**config.mk**
```make
export PLATFORM = sky130hd
export DESIGN_NAME = load_store_unit_flat
export DESIGN_NICKNAME = d
export VERILOG_FILES = /design/src/rtl/load_store_unit_if.sv /design/src/rtl/load_store_unit.sv /design/src/flat_wrapper.sv
export SDC_FILE = /design/constraint.sdc
export NUM_CORES = 1
export LEC_CHECK = 0
export ABC_AREA = 1
export CORE_UTILIZATION = 39
export DETAILED_ROUTE_END_ITERATION = 8
export GPL_TIMING_DRIVEN = 0
export PLACE_DENSITY = 0.77
export SLEW_MARGIN = 20
export SYNTH_ARGS = -nofsm -noshare
export SYNTH_HDL_FRONTEND = slang
export SYNTH_SLANG_ARGS = --single-unit
export TNS_END_PERCENT = 30
```
**constraint.sdc**
```tcl
create_clock -name clk -period 2.5 [get_ports clk]
set_clock_uncertainty 0.2 [all_clocks]
set_input_delay 0.5 -clock clk [delete_from_list [all_inputs] [get_ports clk]]
set_output_delay 0.5 -clock clk [all_outputs]
set_load 0.005 [all_outputs]
```
**src/rtl/load_store_unit_if.sv**
```systemverilog
// load_store_unit_if: request/response handshake and data-memory port of the load/store unit
interface load_store_unit_if;
  logic        req_valid;
  logic        req_ready;
  logic        req_we;
  logic [2:0]  req_funct3;
  logic [31:0] req_addr;
  logic [31:0] req_wdata;
  logic        resp_valid;
  logic        resp_err;
  logic [31:0] resp_rdata;
  logic [31:0] mem_A;
  logic        mem_WE;
  logic [31:0] mem_WriteData;
  logic [31:0] mem_ReadData;
  modport master (
    output req_valid, req_we, req_funct3, req_addr, req_wdata, mem_ReadData,
    input  req_ready, resp_valid, resp_err, resp_rdata, mem_A, mem_WE, mem_WriteData
  );
  modport slave (
    input  req_valid, req_we, req_funct3, req_addr, req_wdata, mem_ReadData,
    output req_ready, resp_valid, resp_err, resp_rdata, mem_A, mem_WE, mem_WriteData
  );
endinterface

```
**src/rtl/load_store_unit.sv**
```systemverilog
// load_store_unit: bridges the memory stage to a word-indexed synchronous data memory
module load_store_unit #(
  parameter int AW = 8
) (
  input logic clk,
  input logic rst_n,
  load_store_unit_if.slave bus
);
  localparam logic [1:0] IDLE = 2'd0, RD = 2'd1, WR = 2'd2, RESP = 2'd3;
  logic [1:0] state, state_n;
  logic we, err, accept, bad;
  logic [2:0] f3;
  logic [AW+1:0] addr;
  logic [31:0] wdata, merged, loaded;
  logic [7:0] lane_b;
  logic [15:0] lane_h;
  assign accept = bus.req_valid && state == IDLE;
  assign bad = (bus.req_we ? (bus.req_funct3[2] || bus.req_funct3[1:0] == 2'b11)
                           : (bus.req_funct3[1:0] == 2'b11 || bus.req_funct3 == 3'b110))
            || (bus.req_funct3[1:0] == 2'b01 && bus.req_addr[0])
            || (bus.req_funct3[1:0] == 2'b10 && bus.req_addr[1:0] != 2'b00)
            || (|bus.req_addr[31:AW+2]);
  // full-word stores skip the read; sub-word stores read the old word first
  assign state_n = accept ? (bad ? RESP : (bus.req_we && bus.req_funct3 == 3'b010) ? WR : RD)
                 : state == RD ? (we ? WR : RESP)
                 : state == WR ? RESP
                 : IDLE;
  // state and request capture; reset aborts any access in flight
  always_ff @(posedge clk or negedge rst_n) begin
    if (!rst_n) begin
      state <= IDLE;
      we    <= 1'b0;
      err   <= 1'b0;
      f3    <= '0;
      addr  <= '0;
      wdata <= '0;
    end else begin
      state <= state_n;
      if (accept) begin
        we    <= bus.req_we;
        err   <= bad;
        f3    <= bus.req_funct3;
        addr  <= bus.req_addr[AW+1:0];
        wdata <= bus.req_wdata;
      end
    end
  end
  // little-endian merge of store data into the old word read back in WR
  always_comb begin
    merged = bus.mem_ReadData;
    if (f3[1:0] == 2'b00) merged[{addr[1:0], 3'b000} +: 8] = wdata[7:0];
    else if (f3[1:0] == 2'b01) merged[{addr[1], 4'b0000} +: 16] = wdata[15:0];
    else merged = wdata;
  end
  assign lane_b = bus.mem_ReadData[{addr[1:0], 3'b000} +: 8];
  assign lane_h = bus.mem_ReadData[{addr[1], 4'b0000} +: 16];
  assign loaded = f3[1:0] == 2'b00 ? {{24{lane_b[7] & ~f3[2]}}, lane_b}
                : f3[1:0] == 2'b01 ? {{16{lane_h[15] & ~f3[2]}}, lane_h}
                : bus.mem_ReadData;
  assign bus.req_ready     = state == IDLE;
  assign bus.resp_valid    = state == RESP;
  assign bus.resp_err      = state == RESP && err;
  assign bus.resp_rdata    = (state == RESP && !we && !err) ? loaded : '0;
  assign bus.mem_A         = {{(30-AW){1'b0}}, addr[AW+1:2]};
  assign bus.mem_WE        = state == WR;
  assign bus.mem_WriteData = state == WR ? merged : '0;
endmodule

```
**src/flat_wrapper.sv**
```systemverilog
// flat-port wrapper written by rule: the top's interface ports become plain ports
module load_store_unit_flat 
#(
  parameter int AW = 8
)
  (clk, rst_n, bus_req_valid, bus_req_we, bus_req_funct3, bus_req_addr, bus_req_wdata, bus_mem_ReadData, bus_req_ready, bus_resp_valid, bus_resp_err, bus_resp_rdata, bus_mem_A, bus_mem_WE, bus_mem_WriteData);
  load_store_unit_if bus_i ();
  input logic clk;
  input logic rst_n;
  input wire logic [$bits(bus_i.req_valid)-1:0] bus_req_valid;
  input wire logic [$bits(bus_i.req_we)-1:0] bus_req_we;
  input wire logic [$bits(bus_i.req_funct3)-1:0] bus_req_funct3;
  input wire logic [$bits(bus_i.req_addr)-1:0] bus_req_addr;
  input wire logic [$bits(bus_i.req_wdata)-1:0] bus_req_wdata;
  input wire logic [$bits(bus_i.mem_ReadData)-1:0] bus_mem_ReadData;
  output wire logic [$bits(bus_i.req_ready)-1:0] bus_req_ready;
  output wire logic [$bits(bus_i.resp_valid)-1:0] bus_resp_valid;
  output wire logic [$bits(bus_i.resp_err)-1:0] bus_resp_err;
  output wire logic [$bits(bus_i.resp_rdata)-1:0] bus_resp_rdata;
  output wire logic [$bits(bus_i.mem_A)-1:0] bus_mem_A;
  output wire logic [$bits(bus_i.mem_WE)-1:0] bus_mem_WE;
  output wire logic [$bits(bus_i.mem_WriteData)-1:0] bus_mem_WriteData;
  assign bus_i.req_valid = bus_req_valid;
  assign bus_i.req_we = bus_req_we;
  assign bus_i.req_funct3 = bus_req_funct3;
  assign bus_i.req_addr = bus_req_addr;
  assign bus_i.req_wdata = bus_req_wdata;
  assign bus_i.mem_ReadData = bus_mem_ReadData;
  assign bus_req_ready = bus_i.req_ready;
  assign bus_resp_valid = bus_i.resp_valid;
  assign bus_resp_err = bus_i.resp_err;
  assign bus_resp_rdata = bus_i.resp_rdata;
  assign bus_mem_A = bus_i.mem_A;
  assign bus_mem_WE = bus_i.mem_WE;
  assign bus_mem_WriteData = bus_i.mem_WriteData;
  load_store_unit #(.AW(AW)) u_core (.clk(clk), .rst_n(rst_n), .bus(bus_i));
endmodule
```
==> key figures, run 1 <==
Route
  • Routed wire length: 19,400 um
  • DR vias: just over 6,000
  • DR DRC count: 0
  • WL/cell: between 15 and 20 um
  • DRT Pass-1 Iters: 6
  • Initial DRC count: roughly 600
  • Avg Vias per Cell: ~5.3
  • ANT nets after route: 0

Power and ir drop
  • Sw Share: 0.495
  • Internal Dissipation: 4.42 mW
  • Clock network fraction of total power: 0.084
  • Max IR drop VDD: 0.539 mV
  • LEAKAGE: 3.68 nW
  • Net switching power: 4.33 mW
  • Comb power frac: 0.742
  • Sequential Power Share: 0.174
  • Power per cell area: about 1200 mW/mm^2

Global routing
  • Global-route usage over all layers: 0.315
  • Largest net degree at the start of global routing: 34
  • Initial antenna violation count: 1
  • Global-route wire length before repair: ~29,000 um
  • Vias in the first global route: approximately 5,700
  • Gr ovfl total: 0

Logic synthesis
  • Synth top area cells: dfrtp_1, nand2_1, o21ai_0
  • Cells after Synth: about 730
  • Register bit total from synthesis: 49
  • Mapped Area: approximately 0.0045 mm^2
  • Sequential fraction of the synthesis area: 0.275
  • Async SR Flop Fraction: 1.00
  • Synth Flop Type: dfrtp_1
  • Unique masters post-synth: 31
  • Biggest area consumer among synthesized cells: dfrtp_1
  • Post-synth EDFFs: 0
  • Synth top area share: 0.275
  • Mean post-synth cell area: between 6 and 7 um^2
  • YS warnings: 0

Final layout
  • Area of the multi-input gates: between 0.003 and 0.004 mm^2
  • Nets@finish: between 1,000 and 1,500
  • Most frequent cells in the layout: nand2_1, clkdlybuf4s50_1, nor2_1
  • Commonest non-fill, non-tap cell in the layout: nand2_1
  • Final Non-Filler Cells: between 1,000 and 1,500
  • Design Area, Final: ~0.0075 mm^2
  • Area grow syn2layout: 68.0%
  • Layout cells sized above 1: 0.293
  • Count of filler cells inserted in the layout: between 900 and 1,000
  • Sequential cell area: around 0.0012 mm^2

Floorplanning
  • Ports: around 200
  • Die ar.: between 0.01 and 0.015 mm^2
  • Starting Density: 0.406
  • Core area: about 0.011 mm^2
  • Row cnt: 38
  • Die width: roughly 110 um
  • Height of the die: around 110 um

Critical path
  • Worst Path Arrival: between 2 and 2.5 ns
  • CP startpoint: u_core.addr[0]
  • Reg2reg end: u_core.wdata[4]
  • FF-to-FF path depth: 7
  • Critical Path End: bus_mem_WriteData[16]
  • Crit path kind: reg -> out
  • Reg2reg start: u_core.state[0]
  • Worst Path Max Fanout: 7
  • CP endpoint kind: output pin
  • Startpoint types: flop
  • Worst Path Required: 1.80 ns
  • R2r setup slk: 0.30 ns

Clock network
  • H-tree levels: 2
  • Num CTS Buffers: 5
  • Reg clk slew, reported paths: around 0.080 ns
  • Sink Count: 49
  • CTS Buffer Depth: 2
  • CTS root buf: clkbuf_16
  • Skew-Pair Late Insertion Delay: approximately 0.30 ns
  • CTS tree: yes

Outcome
  • Violated checks: negative setup slack
  • Status: finished, violations left

Placement
  • Port bufs: 178
  • Dpl hpwl: 13,400 um
  • DP Area: approximately 0.0065 mm^2
  • Placer Congestion: around 0.92
  • DP Cell Count: 1,073

STA
  • Fmax: approximately 350 MHz
  • Tcrit/Tclk final: 1.13
  • RSZ-0062 raised after global routing: yes
  • # setup viols final: between 40 and 50
  • Final Hold Viols: 0
  • Setup ws final: -0.332 ns
  • Max-slew violation count: 0
  • Tmin final: 2.83 ns

Worst hold path
  • Hold path depth: 2
  • Worst hold path class: reg -> reg
  • Critical hold path startpoint: u_core.addr[6]

Run
  • Max_cap viols: 0
[worst min path at each step]
stage / to / slack, ns
2_1_floorplan: u_core.addr[0] / 0.004
3_3_place_gp: u_core.wdata[30] / 0.26
3_5_place_dp: u_core.wdata[19] / 0.26
4_1_cts: u_core.wdata[17] / 0.29
5_1_grt: u_core.wdata[30] / 0.31
6_report: u_core.addr[6] / 0.28
[synthesized netlist by cell type (2+ instances only)]
| cell type | number |
|---|---|
| a21oi_1 | 55 |
| a31oi_1 | 7 |
| buf_1 | 2 |
| buf_2 | 16 |
| buf_4 | 34 |
| buf_6 | 6 |
| clkbuf_1 | 16 |
| dfrtp_1 | 49 |
| ha_1 | 9 |
| inv_1 | 53 |
| inv_2 | 5 |
| nand2_1 | 207 |
| nand3_1 | 10 |
| nor2_1 | 107 |
| nor3_1 | 16 |
| o211ai_1 | 18 |
| o21ai_0 | 85 |
| o21ai_1 | 23 |
[worst max-delay path, cell delays in order, from the launching register on]
cell       delay (ns)
dfrtp_2          0.44
inv_4            0.08
clkbuf_16        0.15
buf_4            0.14
ha_4             0.16
and3_4           0.21
buf_6            0.11
a21oi_1          0.08
nor3_2           0.29
buf_2            0.17
[per-layer routing]
metal	part of all wire	global-route usage
met4	0.048	0.146
met1	0.38	0.394
met3	0.11	0.0628
met2	0.46	0.519
met5	0	0
[kinds of logic after synthesis]
| group | after synthesis | share of synthesized area |
|---|---|---|
| buffers and inverters | 133 | 0.155 |
| AOI/OAI and AO/OA | 192 | 0.232 |
| DFF | 49 | 0.275 |
| other | 1 | 0.000840 |
| and+or+nand+nor | 347 | 0.312 |
| adders and majority gates | 9 | 0.0252 |
[layout make-up]
cell class	count	share of cell area
Tap cell	140	0.0234
Clock inverter	3	0.00384
Timing Repair Buffer	236	0.272
Multi-Input combinational cell	572	0.418
Antenna cell	1	0.000334
Buffer	71	0.0703
Inverter	59	0.0317
Clock buffer	5	0.0167
Sequential cell	49	0.164
[state kept, by name (all words and copies together) (netlist names)]
name and count:
u_core.addr 10, u_core.err 1, u_core.f3 3, u_core.state 2, u_core.wdata 32, u_core.we 1
[stage by stage]
stage                     setup slack [ns]  total power [mW]  TNS (ns)  hold slack (ns)  utilization
after floorplan                     0.0141              4.29         0          0.00441            -
after global routing                -0.361              9.29    -11.09            0.314        0.683
after CTS                           -0.243              8.06     -6.99            0.287        0.664
final                               -0.332              8.74     -7.24            0.284        0.683
after global placement               -1.07              6.33    -78.49            0.259        0.593
after detailed placement             -1.07              6.38    -45.87            0.263        0.594
[power groups by stage]
stage	combinational, mW	clock [mW]	sequential, mW
floorplan	2.89	0	1.40
global placement	4.82	0	1.52
detailed placement	4.86	0	1.52
CTS	5.84	0.726	1.50
global route	6.96	0.774	1.56
finish	6.49	0.735	1.52
[what timing repair did]
action,4_1_cts,5_1_grt
gates cloned,0,0
hold endpoints to repair,16,0
resized for setup,318,115
hold buffers,1,0
buffers inserted,42,14
endpoints found under the setup margin,64,65
pin swaps,55,16
(Power assumes the default switching activity.)
==> run 2: changes to the inputs <==
--- a/config.mk
+++ b/config.mk
@@ -10,6 +10,7 @@
 export DETAILED_ROUTE_END_ITERATION = 8
 export GPL_TIMING_DRIVEN = 0
 export PLACE_DENSITY = 0.77
+export REMOVE_ABC_BUFFERS = 1
 export SLEW_MARGIN = 20
 export SYNTH_ARGS = -nofsm -noshare
 export SYNTH_HDL_FRONTEND = slang
==> run 2 against run 1 <==
Against the previous run: highest routed layer unchanged; core utilization down 0.97 points; the run still ends with negative setup slack left; routed wire length up 2.6%; via count up 0.86%; final area down 1.4%; sequential share of layout area up 0.34 points; clock power up 2%; final cell count down 3.2%; critical path depth up 2; die area unchanged.
==> key figures, run 2 (same netlist as run 1, synthesis figures left out) <==
Outcome
  • Status: finished, violations left
  • Violated checks: negative setup slack

Final layout
  • Max reg flops: 32 (unchanged)
  • Biggest regs: u_core.wdata (32), u_core.addr (10), u_core.f3 (3)
  • Commonest non-fill, non-tap cell in the layout: nand2_1
  • Layout cells sized above 1: 0.283 (-0.0101)
  • Most flops, register: u_core.wdata
  • Count of filler cells inserted in the layout: 941 (-0.32%)
  • Most frequent cells in the layout: nand2_1, clkdlybuf4s50_1, nor2_1
  • Nets@finish: 1,071 (-3.2%)
  • Ant diodes: 0 (-1)
  • Area grow syn2layout: 65.6%
  • Final core utilization: 0.673 (-0.00968)
  • Final Non-Filler Cells: 1,100 (-3.2%)

Critical path
  • FF-to-FF path depth: 8 (+1)
  • Startpoint types: flop
  • Worst Path Required: 1.80 ns (about the same)
  • Reg2reg start: u_core.state[0]
  • Crit path kind: reg -> out
  • CP endpoint kind: output pin
  • CP peak stage delay: 0.44 ns (about the same)
  • Cell-by-cell trace of the critical path: buf_12, inv_16, ha_4, nor3b_4, buf_12, buf_8, nand2_1, o211ai_1, nand2_1, nor2_1, buf_2
  • CP max-delay cell: dfrtp_2
  • Reg2reg end: u_core.state[1]
  • Worst Path Max Fanout: 5 (-2)
  • Worst Path Arrival: 2.08 ns (-0.05 ns)
  • R2r setup slk: -0.04 ns (-0.34 ns)

STA
  • Worst slew margin: 0.382
  • Fmax: 359 MHz (+1.8%)
  • Setup ws final: -0.283 ns (+0.0492 ns)
  • Tmin final: 2.78 ns (-0.0492 ns)
  • Tcrit/Tclk final: 1.11 (-0.0197)
  • RSZ-0062 raised after global routing: yes
  • Slew @ Worst Pin: between 0.9 and 1 ns
  • # setup viols final: 65 (+35%)
  • Final Hold Viols: 0 (unchanged)
  • Max-slew violation count: 0 (unchanged)

Power and ir drop
  • Power per cell area: 1230 mW/mm^2 (+5.6%)
  • Clock network fraction of total power: 0.083 (about the same)
  • Sw Share: 0.492 (-0.00231)
  • Comb power frac: 0.751 (+0.009)
  • Sequential Power Share: 0.166 (-0.008)
  • LEAKAGE: 3.55 nW (-3.5%)
  • Net switching power: 4.48 mW (+3.6%)
  • Max IR drop VDD: 0.644 mV (+19%)
  • Internal Dissipation: 4.62 mW (+4.6%)

Global routing
  • Grt met2 use: 0.524 (+0.00494)
  • Global-route wire length before repair: 29,300 um (+2.7%)
  • Vias in the first global route: 5,699 (+0.55%)
  • Gr ovfl total: 0 (unchanged)
  • Largest net degree at the start of global routing: 56 (+65%)
  • GR peak layer: met2
  • GRT met1 Usage: 0.384 (-0.00952)
  • M3 GR Usage: 0.0819 (+0.0191)
  • Global-route usage over all layers: 0.323 (+0.00768)
  • Initial antenna violation count: 0 (-1)

Placement
  • Dpl hpwl: 10,800 um (-20%)
  • Port bufs: 178 (unchanged)
  • Placer Congestion: 0.850 (-7.6%)
  • DP Cell Count: 1,000 (-6.8%)

Floorplanning
  • Die width: 109 um (unchanged)
  • Core area: 0.0110 mm^2 (unchanged)
  • Starting Density: 0.406 (unchanged)
  • Die ar.: 0.0119 mm^2 (unchanged)
  • Height of the die: 109 um (unchanged)
  • Ports: 203 (unchanged)
  • Row cnt: 38 (unchanged)

Clock network
  • Num CTS Buffers: 5 (unchanged)
  • Skew-Pair Late Insertion Delay: 0.29 ns (about the same)
  • CTS tree: yes
  • Sink Count: 49 (unchanged)
  • Hold Buf Count CTS: 0 (-1)
  • CTS root buf: clkbuf_16
  • CTS Buffer Depth: 2 (unchanged)
  • H-tree levels: 2 (unchanged)
  • Reg clk slew, reported paths: 0.07 ns (about the same)

Worst hold path
  • Worst hold path class: in -> async

Route
  • Avg Vias per Cell: 5.57 (+4.2%)
  • DRT Pass-1 Iters: 7 (+1)
  • Initial DRC count: 544 (-8.4%)
  • Routed wire length: 19,900 um (+2.6%)
  • DR DRC count: 0 (unchanged)
  • ANT nets after route: 0 (unchanged)
  • DR vias: 6,126 (+0.86%)
  • WL/cell: 18.1 um (+5.9%)

Run
  • Max_cap viols: 0 (unchanged)
==> run 2: changes by cell type in the layout (fill, tap and decap cells not counted), moves of 3 or more <==
cell,previous run,this run
nand2_2,6,11
nand2_8,1,4
a21oi_2,14,11
nor2_2,13,19
clkbuf_1,9,0
nand2_1,197,192
buf_12,3,9
buf_2,61,48
a21oi_1,40,43
buf_6,32,24
buf_4,66,54
dlygate4sd2_1,11,8
nor2_1,79,76
==> run 2: worst max-delay path by stage <==
| stage | start | end | slack (ns) | depth (start not counted) |
|---|---|---|---|---|
| floorplan | u_core.addr[1] | bus_mem_WriteData[0] | -0.59 | 7 |
| global placement | u_core.addr[1] | bus_mem_WriteData[7] | -2.09 | 8 |
| detailed placement | u_core.addr[0] | bus_mem_WriteData[7] | -1.63 | 8 |
| CTS | u_core.addr[1] | bus_mem_WriteData[7] | -0.27 | 11 |
| global route | u_core.addr[1] | bus_mem_WriteData[0] | -0.33 | 11 |
| finish | u_core.addr[1] | bus_mem_WriteData[1] | -0.28 | 11 |
==> run 2: metal layers <==
metal  vias up  part of all wire
li1       2765                 -
met1      2724              0.35
met2       513              0.45
met3       124              0.13
met4         0             0.069
met5         -                 0
==> run 2: layout make-up <==
cell class | count | area (um^2) | share of cell area
well taps | 140 | 175 | 0.0237
clock inverters | 1 | 8.76 | 0.00119
multi-input cells | 575 | 3140 | 0.425
repair buffers | 267 | 2400 | 0.325
clock buffers | 7 | 153 | 0.0207
inverters | 59 | 256 | 0.0347
flip-flops and latches | 49 | 1240 | 0.167
repair inverters | 2 | 13.8 | 0.00186
==> run 2: worst max-delay path, delay by kind of cell (launching register included) <==
| kind | cells | cell delay (ns) |
|---|---|---|
| flops | 1 | 0.44 |
| fa+ha+maj | 1 | 0.21 |
| buf+inv | 5 | 0.61 |
| compound gates | 1 | 0.08 |
| simple gates | 4 | 0.45 |
==> run 2: timing repair <==
action                     in CTS  in global routing
gates resized for setup       284                134
pin swaps                      44                 40
cloned                          7                  0
setup endpoints to repair      65                 76
setup buffers                  69                 17
==> run 2: power by group through the flow <==
stage | sequential [mW] | clock [mW] | combinational [mW]
floorplan | 1.51 | 0 | 2.38
global placement | 1.63 | 0 | 4.25
detailed placement | 1.56 | 0 | 4.44
CTS | 1.49 | 0.755 | 6.06
global route | 1.55 | 0.785 | 7.26
finish | 1.51 | 0.752 | 6.84
==> run 2: through the flow <==
stage / hold slack, ns / setup slack (ns) / setup TNS (ns) / cell area (um^2) / power, mW
final: 0.0383 / -0.283 / -9.77 / 7390 / 9.10
after global routing: 0.0950 / -0.331 / -13.06 / 7390 / 9.60
after CTS: 0.0655 / -0.271 / -8.60 / 7140 / 8.31
after detailed placement: 0.260 / -1.63 / -72.09 / 6080 / 6.00
after global placement: 0.257 / -2.09 / -193.99 / 6040 / 5.89
after floorplan: 0.00441 / -0.593 / -22.31 / 4080 / 3.90
